## config.mk

```make
export PLATFORM = sky130hd
export DESIGN_NAME = clk_rst_seq
export DESIGN_NICKNAME = d
export VERILOG_FILES = /design/src/rtl/clk_rst_seq.sv
export SDC_FILE = /design/constraint.sdc
export NUM_CORES = 1
export LEC_CHECK = 0
export CAP_MARGIN = 20
export CORE_ASPECT_RATIO = 2
export CORE_MARGIN = 3
export CORE_UTILIZATION = 45
export DETAILED_ROUTE_END_ITERATION = 10
export PLACE_DENSITY = 0.72
export SYNTH_ARGS = -nofsm -noshare
export SYNTH_HDL_FRONTEND = slang
export SYNTH_SLANG_ARGS = --single-unit
```

## constraint.sdc

```tcl
create_clock -name CLK -period 4 [get_ports CLK]
set_input_delay 0.4 -clock CLK [delete_from_list [all_inputs] [get_ports CLK]]
set_output_delay 0.4 -clock CLK [all_outputs]
set_load 0.01 [all_outputs]
```

## src/rtl/clk_rst_seq.sv

```systemverilog
// Clock/reset sequencer beside the PLL: holds PLL reset, qualifies lock, releases
// channel resets in order and generates per-channel divided clock enables / toggle clocks.
module clk_rst_seq #(
  parameter int NCH       = 4,
  parameter int DW        = 8,
  parameter int STRETCH   = 15,
  parameter int LOCK_FILT = 8,
  parameter int LOCK_TO   = 1000,
  parameter int SEQ_GAP   = 4
) (
  input  logic              CLK,
  input  logic              RSTX,
  input  logic              PLL_LOCK,
  input  logic              SOFT_RST,
  input  logic [NCH*DW-1:0] DIV,
  input  logic              DIV_LD,
  input  logic              STAT_CLR,
  output logic              RSTXP,
  output logic [NCH-1:0]    RSTXC,
  output logic [NCH-1:0]    CE,
  output logic [NCH-1:0]    CLKO,
  output logic [1:0]        STATE,
  output logic              LOCK_LOST,
  output logic              TIMEOUT
);

  localparam int SW = (STRETCH   > 1) ? $clog2(STRETCH)   : 1;
  localparam int FW = (LOCK_FILT > 1) ? $clog2(LOCK_FILT) : 1;
  localparam int TW = (LOCK_TO   > 1) ? $clog2(LOCK_TO)   : 1;
  localparam int GW = (SEQ_GAP   > 1) ? $clog2(SEQ_GAP)   : 1;
  localparam int IW = (NCH       > 1) ? $clog2(NCH)       : 1;

  typedef enum logic [1:0] {
    S_RST  = 2'd0,
    S_WAIT = 2'd1,
    S_SEQ  = 2'd2,
    S_RUN  = 2'd3
  } state_t;

  state_t          state;
  logic [SW-1:0]   str_cnt;
  logic [FW-1:0]   filt_cnt;
  logic [TW-1:0]   to_cnt;
  logic [GW-1:0]   gap_cnt;
  logic [IW-1:0]   seq_idx;
  logic            lock_m;
  logic            lock_s;
  logic            lock_abort;
  logic            abort;
  logic [NCH*DW-1:0] div_stg;

  assign STATE      = state;
  assign lock_abort = !lock_s && ((state == S_SEQ) || (state == S_RUN));
  assign abort      = SOFT_RST || lock_abort;

  always_ff @(posedge CLK or negedge RSTX) begin
    if (!RSTX) begin
      lock_m <= 1'b0;
      lock_s <= 1'b0;
    end else begin
      lock_m <= PLL_LOCK;
      lock_s <= lock_m;
    end
  end

  always_ff @(posedge CLK or negedge RSTX) begin
    if (!RSTX) begin
      for (int i = 0; i < NCH; i++) div_stg[i*DW +: DW] <= DW'(1);
    end else if (DIV_LD) begin
      div_stg <= DIV;
    end
  end

  // Sticky clears are written first so a coinciding set event further down wins.
  always_ff @(posedge CLK or negedge RSTX) begin
    if (!RSTX) begin
      state     <= S_RST;
      str_cnt   <= '0;
      filt_cnt  <= '0;
      to_cnt    <= '0;
      gap_cnt   <= '0;
      seq_idx   <= '0;
      RSTXP     <= 1'b0;
      RSTXC     <= '0;
      LOCK_LOST <= 1'b0;
      TIMEOUT   <= 1'b0;
    end else begin
      if (STAT_CLR) begin
        LOCK_LOST <= 1'b0;
        TIMEOUT   <= 1'b0;
      end
      if (abort) begin
        state    <= S_RST;
        str_cnt  <= '0;
        filt_cnt <= '0;
        to_cnt   <= '0;
        gap_cnt  <= '0;
        seq_idx  <= '0;
        RSTXP    <= 1'b0;
        RSTXC    <= '0;
        if (lock_abort) LOCK_LOST <= 1'b1;
      end else begin
        case (state)
          S_RST: begin
            if (str_cnt == SW'(STRETCH - 1)) begin
              state    <= S_WAIT;
              RSTXP    <= 1'b1;
              filt_cnt <= '0;
              to_cnt   <= '0;
            end else begin
              str_cnt <= str_cnt + SW'(1);
            end
          end
          S_WAIT: begin
            if (lock_s && (filt_cnt == FW'(LOCK_FILT - 1))) begin
              RSTXC[0] <= 1'b1;
              gap_cnt  <= '0;
              seq_idx  <= IW'(1);
              state    <= (NCH == 1) ? S_RUN : S_SEQ;
            end else if (to_cnt == TW'(LOCK_TO - 1)) begin
              TIMEOUT <= 1'b1;
              state   <= S_RST;
              RSTXP   <= 1'b0;
              str_cnt <= '0;
            end else begin
              filt_cnt <= lock_s ? filt_cnt + FW'(1) : '0;
              to_cnt   <= to_cnt + TW'(1);
            end
          end
          S_SEQ: begin
            if (gap_cnt == GW'(SEQ_GAP - 1)) begin
              RSTXC[seq_idx] <= 1'b1;
              gap_cnt        <= '0;
              seq_idx        <= seq_idx + IW'(1);
              if (seq_idx == IW'(NCH - 1)) state <= S_RUN;
            end else begin
              gap_cnt <= gap_cnt + GW'(1);
            end
          end
          default: ;
        endcase
      end
    end
  end

  // Each divider reloads its ratio only while held in reset or at a wrap,
  // so a period in progress always finishes with the ratio it started with.
  for (genvar i = 0; i < NCH; i++) begin : g_ch
    logic [DW-1:0] cnt;
    logic [DW-1:0] div_act;
    logic [DW-1:0] d_eff;
    logic          wrap;
    logic          ce_q;
    logic          clko_q;

    assign d_eff   = (div_act == '0) ? DW'(1) : div_act;
    assign wrap    = (cnt == d_eff - DW'(1));
    assign CE[i]   = ce_q;
    assign CLKO[i] = clko_q;

    always_ff @(posedge CLK or negedge RSTX) begin
      if (!RSTX) begin
        cnt     <= '0;
        div_act <= DW'(1);
        ce_q    <= 1'b0;
        clko_q  <= 1'b0;
      end else if (abort || !RSTXC[i]) begin
        cnt     <= '0;
        div_act <= div_stg[i*DW +: DW];
        ce_q    <= 1'b0;
        clko_q  <= 1'b0;
      end else if (wrap) begin
        cnt     <= '0;
        div_act <= div_stg[i*DW +: DW];
        ce_q    <= 1'b1;
        clko_q  <= ~clko_q;
      end else begin
        cnt  <= cnt + DW'(1);
        ce_q <= 1'b0;
      end
    end
  end

endmodule
```

# Word level (Yosys, flattened, before mapping)
# Cells that the tools add are included.
[totals] ff_bits=136 in_bits=38 out_inout_bits=17 elab_cells=193
[op_classes] n_addsub=13 magnitude_cmp=2 eq_ne=21 mux=87 n_bitwise=5 reduce_logical=35
[ops] operator="2-to-1 mux 8 bit" n=20
[ops] operator="2-to-1 mux 10 bit" n=4
[ops] operator="adder 8 x 1 -> 8 bit, second input constant" n=4
[ops] operator="equality test 8 bit" n=4
[ops] operator="logical NOT 8 bit" n=4
[ops] operator="subtractor 8 x 1 -> 8 bit, second input constant" n=4
[ops] operator="2-to-1 mux 1 bit" n=30
[ops] operator="2-to-1 mux 2 bit" n=12
[ops] operator="2-to-1 mux 4 bit" n=6
[ops] operator="one-hot mux 10 bit (2 select lines)" n=1
[ops] operator="2-to-1 mux 3 bit" n=6
[ops] operator="inequality test 3 bit, second input constant" n=6
[ops] operator="AND reduction 4 bit" n=3
[ops] operator="nonzero test 2 bit" n=6
[ops] operator="adder 10 x 1 -> 10 bit, second input constant" n=1
[ops] operator="equality test 10 bit, second input constant" n=1
[ops] operator="equality test 2 bit, second input constant" n=4
[ops] operator="one-hot mux 2 bit (2 select lines)" n=2
[ops] operator="one-hot mux 4 bit (2 select lines)" n=1
[ops] operator="logical OR 1 bit" n=6
[ops] operator="inequality test 3 x 2 -> 1 bit, second input constant" n=2
[ops] operator="one-hot mux 2 bit (3 select lines)" n=1
[ops] operator="one-hot mux 3 bit (2 select lines)" n=1
[ops] operator="nonzero test 3 bit" n=2
[ops] operator="20 further kinds" n=32

# Longest topological paths before layout
# Gate-level depths: netlist (run 1).
[logic_depth] depth_word=8 depth_mapped=11 depth_no_buf=9

# Worst setup path before layout (run 1)
# Ideal clock, no wire load.
[synth_timing] path_kind="reg2reg" start="register g_ch[2].div_act[2]" end="register g_ch[2].div_act[1]" setup_ns=0.125 t_arrival_ns=3.033 t_required_ns=3.875 path_slack_ns=0.843 stages_incl_launch_ff=11 n_path_buf=1 synth_period_minus_slack_ns=3.157 path_cell_list="dfrtp_1 -> nor4_1 -> a31oi_1 -> ha_1 -> nor2b_1 -> or3_1 -> a31oi_1 -> o21ai_0 -> o21ai_1 -> buf_4 -> mux2_2"
[synth_between] elab_chain_cells=5
[synth_rtl] item="start: declaration" line_no="150" source="logic [DW-1:0] div_act;"
[synth_rtl] item="start signal: assignment" line_no="169" source="div_act <= div_stg[i*DW +: DW];"
[synth_rtl] item="start signal: assignment" line_no="174" source="div_act <= div_stg[i*DW +: DW];"
[synth_rtl] item="logical NOT 8 bit" line_no="156" source="assign d_eff = (div_act == '0) ? DW'(1) : div_act;"
[synth_rtl] item="2-to-1 mux 8 bit *" line_no="156"
[synth_rtl] item="subtractor 8 x 1 -> 8 bit *" line_no="157" source="assign wrap = (cnt == d_eff - DW'(1));"
[synth_rtl] item="equality test 8 bit *" line_no="157"
[synth_rtl] item="nonzero test 2 bit (no line) *"
# Mark *: on every way between the ends. The rest lies on a longest branch, timed or not.
# A chain may end at the register's enable or synchronous reset.

# Final worst setup path (run 1)
[layout_timing] start="register g_ch[2].div_act[2]" end="register g_ch[2].div_act[2]"
# Same word-level chain as after synthesis.

==> impl_metrics.ini, run 1 <==
[hold_path]
min_from = lock_m
hold_path.class = reg -> reg
hold_path_depth = 0
hold_end = lock_s

[critical_path]
r2r_end = g_ch[2].div_act[2]
setup.worst_path.class = reg -> reg
rr_startpoint = g_ch[2].div_act[2]
crit_start = g_ch[2].div_act[2]
crit_required_ps = 4290
rr_worst_depth = 10
critPathArrivalTime_ps = 3720
r2r_slack_ps = 570
critPathMaxFanout = 14
worst_setup_path_start_kind = flip-flop
cp-end-kind = flip-flop

[cts]
tritoncts = done
htree_levels = 4
clkLatencyLatePin_ps = 420
cts.sinks = 136
numCtsBuffers = 17
cts_buffer_depth = 2
cts_root_buf = clkbuf_16
post_cts_buffers = 0
path_clk_slew_ps = 50
post_cts_resized = 0

[global_route]
grt_pass1_vias = 5311
grt_use_total_pct = 18.0
grt_pass1_wl_mm = 24.7
antenna_found_initial = 0
gr-total-overflow = 0
grt_max_degree = 116

[logic_synthesis]
synth-seq-cells = 136
syn_nets = 682
synth-edff-count = 0
syn-cell-area_um2 = 6950
ys_types = 58
avgSynthCellArea_um2 = 11.2
ys_warn_count = 0
ys_dominant_reg_cell = dfrtp_1
synth.yosys.seq_area_share_pct = 49.1
synthArstFlopShare_pct = 100
syn_inst = 622

[sta]
holdWs_ps = 352
finalCritPeriodShare_pct = 85.7
relSlewSlack_pct = 45.3
finClkSkew_ps = 11.0
max_freq_mhz = 292
maxSlewViolCount = 0
fin_tns_setup_ps = 0
grt_setup_unrepaired = no
finalSetupViolations = 0
tightest_slew_ps = 814
fin_crit_ps = 3430
final_hold_viol_count = 0

[power]
power_density_nw_per_um2 = 449
vdd_ir_drop_max_mv = 0.295
leakage_nw = 3.53

[floorplan]
die_x_um = 93.9
start_util_pct = 46.4
core-area_um2 = 15000
io-pin-count = 55
num_rows = 63
dieArea_um2 = 17100
chipHeight_um = 182

[place]
port_buffers = 54
routabilityCongestion = 0.926
hpwl_mm = 10.2
placedInstanceArea_um2 = 7630

[drt]
ant_nets = 0
num_vias = 4945
drt_first_pass_iters = 4
drc = 0
viasPerCell = 5.59
drtIter0Drc = 267
wl_per_cell_um = 16.1
wl_mm = 14.3

[cells_and_area]
diodes = 0
final_area_um2 = 8260
finalNetCount = 737
syn_to_final_growth_pct = 18.9
drive_above_1_share_pct = 18.0

[run]
max-cap-violations = 0

[status]
status = complete, no violations
[metrics by stage]
step                total power, mW  util (%)  setup slack (ps)  instances
finish                         3.71      55.2               572        885
global route                   3.89      55.2               332        885
CTS                            3.74      54.9               618        883
detailed placement             2.16      50.9               621        851
global placement               2.12      50.9               764        851
floorplan                      1.96         -               843        622
[Yosys cell counts, types with 8 or more instances]
library cell	count	area share, %
nor2b_1	9	0.81
buf_4	9	0.97
nor2_1	44	2.4
a31oi_1	8	0.72
xnor2_1	44	5.5
xor2_1	21	2.6
nor3_1	13	0.94
ha_1	22	4.0
nand2_1	24	1.3
mux2_2	67	11
dfrtp_1	128	46
nor4_1	11	0.99
dfstp_2	8	3.0
nand3_1	29	2.1
and2_1	22	2.0
clkbuf_1	10	0.54
and3_1	16	1.4
or3_1	10	0.90
a21oi_1	16	1.2
inv_1	14	0.76
o21ai_0	18	1.3
[layout by cell type, fill, tap and decap left out, drive strengths merged, types with 8 or more instances in the layout]
| master | Yosys | routed |
|---|---|---|
| and3 | 16 | 16 |
| nor2b | 9 | 9 |
| nor3 | 13 | 13 |
| clkbuf | 10 | 20 |
| and2 | 22 | 22 |
| nor2 | 44 | 44 |
| xor2 | 21 | 21 |
| inv | 14 | 15 |
| mux2 | 69 | 69 |
| nand3 | 29 | 29 |
| nor4 | 12 | 12 |
| clkdlybuf4s50 | 0 | 53 |
| o21ai | 20 | 20 |
| nand2 | 24 | 24 |
| dfrtp | 128 | 128 |
| xnor2 | 44 | 44 |
| a21oi | 19 | 19 |
| dfstp | 8 | 8 |
| a31oi | 8 | 8 |
| or3 | 10 | 10 |
| ha | 22 | 22 |
[registers in the layout, summed over array words and instances, names as in the netlist, 2 cells and up]
name and flops:
div_stg 32, seq_idx 2, g_ch.div_act 32, gap_cnt 2
g_ch.cnt 32, filt_cnt 3, g_ch.clko_q 4, STATE 2
to_cnt 10, g_ch.ce_q 4, RSTXC 4, str_cnt 4
[timing repair]
| action | CTS | global route |
|---|---|---|
| hold endpoints to repair | 0 | 27 |
| setup endpoints to repair | 0 | 0 |
| hold buffers | 0 | 1 |
[cell type report]
cell class | instances | area, um2
multi-input combinational | 448 | 3350
timing repair buffer | 60 | 609
clock buffer | 20 | 447
fill | 1295 | 6720
tap | 195 | 244
sequential | 136 | 3410
clock inverter | 12 | 150
inverter | 14 | 52.6
[report_power, final]
part | internal, mW | switching [mW] | total (mW)
Sequential | 1.48 | 0.113 | 1.60
Combinational | 0.261 | 0.275 | 0.536
Clock | 0.995 | 0.582 | 1.58
Total | 2.74 | 0.970 | 3.71
[layer usage]
| metal | part of all wire, % | wire, um | global-route usage (%) | vias up |
|---|---|---|---|---|
| met4 | 2.5 | 357 | 8.10 | 0 |
| met5 | 0 | 0 | 0 | - |
| met3 | 3.1 | 441 | 3.44 | 33 |
| met2 | 56 | 8000 | 32.8 | 101 |
| li1 | - | - | - | 2334 |
| met1 | 38 | 5480 | 19.8 | 2477 |
[worst max path at each step]
stage                     depth (start not counted)            endpoint
after floorplan                                  10  g_ch[2].div_act[1]
after global routing                             10  g_ch[2].div_act[2]
final                                            10  g_ch[2].div_act[2]
after CTS                                        10  g_ch[2].div_act[2]
after detailed placement                         10  g_ch[2].div_act[2]
after global placement                           10  g_ch[2].div_act[6]
[worst max-delay path, cell delays in order (launching register included)]
cell	delay, ps
dfrtp_1	450
nor4_1	670
a31oi_1	250
ha_1	320
nor2b_1	150
or3_1	340
a31oi_1	200
o21ai_0	110
o21ai_1	210
buf_4	260
mux2_2	360
[logic make-up (layout without fill, tap and decap cells)]
group	Yosys count	after routing	share of synthesized area, %
multiplexers	73	73	11.9
buffers and inverters	38	106	2.75
flip-flops	136	136	49.1
XOR/XNOR	65	65	8.19
adder cells (fa/ha/maj)	22	22	3.96
AO/OA/AOI/OAI	87	87	8.68
AND/OR/NAND/NOR	201	201	15.4
Note: power is estimated with default switching activity, not from simulation.
==> run 2, diff against run 1 <==
clock period = 4.26 ns   (was 4 ns; I/O delays follow)
==> impl_metrics.ini, run 2 (synthesis results as in run 1) <==
[global_route]
gr-total-overflow = 0
grt_pass1_wl_mm = 24.5
grt_use_total_pct = 17.9
grt_pass1_vias = 5221
antenna_found_initial = 0
grt_max_degree = 106

[floorplan]
io-pin-count = 55
num_rows = 63
die_x_um = 93.9
dieArea_um2 = 17100
core-area_um2 = 15000
start_util_pct = 46.4
chipHeight_um = 182

[cts]
path_clk_slew_ps = 60
cts_root_buf = clkbuf_16
clkLatencyLatePin_ps = 410
htree_levels = 4
cts_hold_buffers = 0
numCtsBuffers = 17
post_cts_buffers = 0
cts_buffer_depth = 2
post_cts_resized = 0
tritoncts = done
cts.sinks = 136

[drt]
viasPerCell = 5.56
ant_nets = 0
drt_first_pass_iters = 5
drtIter0Drc = 244
wl_per_cell_um = 16.3
wl_mm = 14.4
num_vias = 4917
drc = 0

[power]
seqPwrFrac_pct = 42.5
vdd_ir_drop_max_mv = 0.237
net-switching-power_uw = 931
sw_frac_of_total_pct = 26.4
internal_power_mw = 2.59
p_clk_share_pct = 43.1
p_comb_share_pct = 14.5
totalPowerFinal_mw = 3.53
power_density_nw_per_um2 = 427
leakage_nw = 3.53

[critical_path]
critPathMaxFanout = 11
cp-end-kind = flip-flop
critPathArrivalTime_ps = 4040
setup.worst_path.class = reg -> reg
worst_setup_path_start_kind = flip-flop
crit_required_ps = 4550

[cells_and_area]
instances_no_fill = 884
final_core_util_pct = 55.1
drive_above_1_share_pct = 18.3
final_cell_mix = 128 x dfrtp_1, 67 x mux2_2, 53 x clkdlybuf4s50_1
final_area_um2 = 8260
reg_top3 = div_stg (32), g_ch.cnt (32), g_ch.div_act (32)
diodes = 0
nFillCells = 1280
finalNetCount = 736
syn_to_final_growth_pct = 18.8
final_common_cell = dfrtp_1

[sta]
finalCritPeriodShare_pct = 88.1
grt_setup_unrepaired = no
fin_ws_ps = 506
maxSlewViolCount = 0
max_freq_mhz = 266
final_hold_viol_count = 0
holdWs_ps = 127
fin_crit_ps = 3750
finClkSkew_ps = 7.91
relSlewSlack_pct = 37.6
fin_tns_setup_ps = 0
tightest_slew_ps = 936
finalSetupViolations = 0

[place]
port_buffers = 54
hpwl_mm = 10.6
pre_cts_ws_ps = 596
routabilityCongestion = 0.864
placedInstanceArea_um2 = 7630
place_inst = 852

[hold_path]
hold_path.class = in -> async

[status]
status = complete, no violations

[run]
max-cap-violations = 0
==> run 2: critical path, stage by stage (launching register included) <==
cell and delay [ps]:
dfrtp_1 440, nor4_1 760, a31oi_1 260, ha_1 330, nor2b_1 160, or3_1 340, a31oi_1 220, o21ai_0 130
o21ai_1 390, buf_4 270, mux2_2 350
==> run 2: worst paths after layout <==
kind	from	end	slack (ps)	cells after the start
worst max-delay path	g_ch[2].div_act[2]	g_ch[2].div_act[7]	510	10
worst min-delay path	RSTX	g_ch[0].cnt[1]	130	1
worst max register to register	g_ch[2].div_act[2]	g_ch[2].div_act[7]	510	10
worst min register to register	lock_m	lock_s	350	0
max in group asynchronous	RSTX	div_stg[24]	3100	2
min in group CLK	lock_m	lock_s	350	0
==> run 2: metal layers <==
metal | share of wire, % | global-route usage [%] | vias up
li1 | - | - | 2325
met1 | 37 | 18.8 | 2447
met2 | 57 | 33.9 | 124
met3 | 3.5 | 3.61 | 21
met4 | 1.9 | 6.60 | 0
met5 | 0 | 0 | -
==> run 2: power groups by stage <==
stage	logic (mW)	registers [mW]	clock network, mW
floorplan	0.355	1.49	0
global placement	0.485	1.51	0
detailed placement	0.510	1.52	0
CTS	0.513	1.50	1.55
global route	0.564	1.51	1.61
finish	0.510	1.50	1.52
==> run 2: area by class of cell <==
class                      count  area [um2]  share of cell area, %
multi-input combinational    448        3350                   40.5
clock inverter                13         170                   2.06
inverter                      14        52.6                  0.636
timing repair buffer          59         579                   7.02
tap                          195         244                   2.95
sequential                   136        3410                   41.3
clock buffer                  19         453                   5.48
==> run 3, diff against run 2 <==
ABC_AREA = 1   (was unset)
==> impl_metrics.ini, run 3 <==
[logic_synthesis]
synthArstFlopShare_pct = 100
yosysMostFrequentCell = nand2_1
synth_top_area_cell = dfrtp_1
yosysTopAreaCellShare_pct = 42.0
syn_nets = 985
yosys-top-cells-area = dfrtp_1 42%, nand2_1 11%, nand3_1 7.5%
ys_types = 40
synth-seq-cells = 136
synth_commonest_cells = 216 x nand2_1, 128 x dfrtp_1, 114 x nand3_1, 104 x inv_1, 93 x nor2_1
synth.yosys.seq_area_share_pct = 44.8
synth-edff-count = 0
ys_dominant_reg_cell = dfrtp_1
syn-cell-area_um2 = 7630
ys_warn_count = 0
syn_inst = 925
avgSynthCellArea_um2 = 8.24

[drt]
num_vias = 6059
wl_per_cell_um = 13.9
drc = 0
wl_mm = 16.6
ant_nets = 0
drt_first_pass_iters = 4
drtIter0Drc = 218
viasPerCell = 5.09

[power]
power_density_nw_per_um2 = 457
internal_power_mw = 2.79
p_clk_share_pct = 39.3
vdd_ir_drop_max_mv = 0.303
seqPwrFrac_pct = 38.6
p_comb_share_pct = 22.1
leakage_nw = 4.34
net-switching-power_mw = 1.27
sw_frac_of_total_pct = 31.2

[sta]
final_hold_viol_count = 0
relSlewSlack_pct = 33.4
finalCritPeriodShare_pct = 64.5
finClkSkew_ps = 11.0
tightest_slew_ps = 999
fin_tns_setup_ps = 0
max_freq_mhz = 364
grt_setup_unrepaired = no
fin_crit_ps = 2750
maxSlewViolCount = 0
finalSetupViolations = 0

[cts]
post_cts_resized = 0
cts.sinks = 136
cts_buffer_depth = 2
tritoncts = done
htree_levels = 4
cts_hold_buffers = 0
numCtsBuffers = 17
post_cts_buffers = 0
path_clk_slew_ps = 60
clkLatencyLatePin_ps = 420
cts_root_buf = clkbuf_16

[critical_path]
cp_slowest_stage_delay_ps = 450
setup.worst_path.class = reg -> reg
rr_startpoint = g_ch[3].div_act[2]
crit_start = g_ch[3].div_act[2]
crit_required_ps = 4620
worst_setup_path_start_kind = flip-flop
path_cells = inv_2 > nand2_2 > nor2_4 > nand2_4 > nand2_2 > inv_1 > ha_1 > inv_1 > nand2_1 > nand3_1 > nand2_1 > nor2_1 > nand3_1 > nor2_1 > nand3_2 > nand2_2 > nand2_1 > nand2_1
critPathArrivalTime_ps = 3110
critPathMaxFanout = 15
cp-end-kind = flip-flop
path_common_cell = nand2_1
slowest_stage = dfrtp_1

[global_route]
grt_pass1_vias = 6208
grt_pass1_wl_mm = 28.3
grt_use_total_pct = 18.8
grt_max_degree = 111
gr-total-overflow = 0
antenna_found_initial = 0

[floorplan]
core-area_um2 = 16400
num_rows = 66
die_x_um = 98.1
start_util_pct = 46.4
dieArea_um2 = 18600
io-pin-count = 55
chipHeight_um = 190

[cells_and_area]
multi_input_area_um2 = 3600
final_cell_mix = 216 x nand2_1, 128 x dfrtp_1, 114 x nand3_1
diodes = 0
regArea_um2 = 3410
final_core_util_pct = 54.1
finalNetCount = 1033
reg_top3 = div_stg (32), g_ch.cnt (32), g_ch.div_act (32)
drive_above_1_share_pct = 12.9
nFillCells = 1533
final_common_cell = nand2_1
syn_to_final_growth_pct = 16.6

[place]
port_buffers = 54
hpwl_mm = 12.5
routabilityCongestion = 0.857

[status]
status = complete, no violations

[run]
max-cap-violations = 0

[hold_path]
hold_path.class = in -> async
run 3: power groups by stage:
stage	Sequential, mW	Combinational, mW	Clock, mW
finish	1.57	0.897	1.60
floorplan	1.56	0.665	0
CTS	1.57	0.910	1.63
global placement	1.59	0.885	0
global route	1.59	1.03	1.68
detailed placement	1.59	0.903	0
run 3: area by class of cell:
cell class | instances | area share (%)
multi-input cells | 650 | 40.5
flip-flops and latches | 136 | 38.4
repair buffers | 57 | 6.29
clock buffers | 19 | 5.09
inverters | 111 | 4.71
well taps | 204 | 2.87
clock inverters | 13 | 2.15
run 3: metal layers:
layer / up-vias / wire [um] / GRT usage [%] / part of all wire [%]
li1: 3052 / - / - / -
met1: 2865 / 5850 / 17.5 / 35
met2: 103 / 9690 / 37.7 / 58
met3: 39 / 455 / 3.19 / 2.7
met4: 0 / 571 / 9.81 / 3.4
met5: - / 0 / 0 / 0
run 3: stage by stage:
step	hold slack [ps]	power, mW	setup slack [ps]	std cells	cell area [um2]
3_5_place_dp	346	2.49	1480	1158	8250
5_1_grt	216	4.31	1200	1190	8890
3_3_place_gp	333	2.47	1470	1158	8250
4_1_cts	186	4.11	1450	1190	8890
6_report	102	4.06	1510	1190	8890
2_1_floorplan	130	2.23	2130	925	7630
run 3: worst paths after layout:
kind / to / slack, ps / depth (start not counted)
min reg2reg: lock_s / 350 / 0
min in group CLK: lock_s / 350 / 0
max: g_ch[3].div_act[0] / 1510 / 18
min: g_ch[0].cnt[2] / 100 / 1
max in group asynchronous: div_stg[8] / 3120 / 2
max reg2reg: g_ch[3].div_act[0] / 1510 / 18
run 3: kinds of logic after synthesis:
family,count (synthesis),synth area share [%]
AOI/OAI and AO/OA,40,2.89
xor gates and xnor gates,49,5.63
adders and majority gates,22,3.61
buffers and inverters,139,8.06
DFF,136,44.8
muxes,32,4.73
and+or+nand+nor,507,30.3
run 3: critical path, delay by kind of cell, from the launching register on:
kind | cells | cell delay (ps)
flip-flops | 1 | 450
adder cells (fa/ha/maj) | 1 | 280
AND/OR/NAND/NOR | 14 | 1690
buffers and inverters | 3 | 250
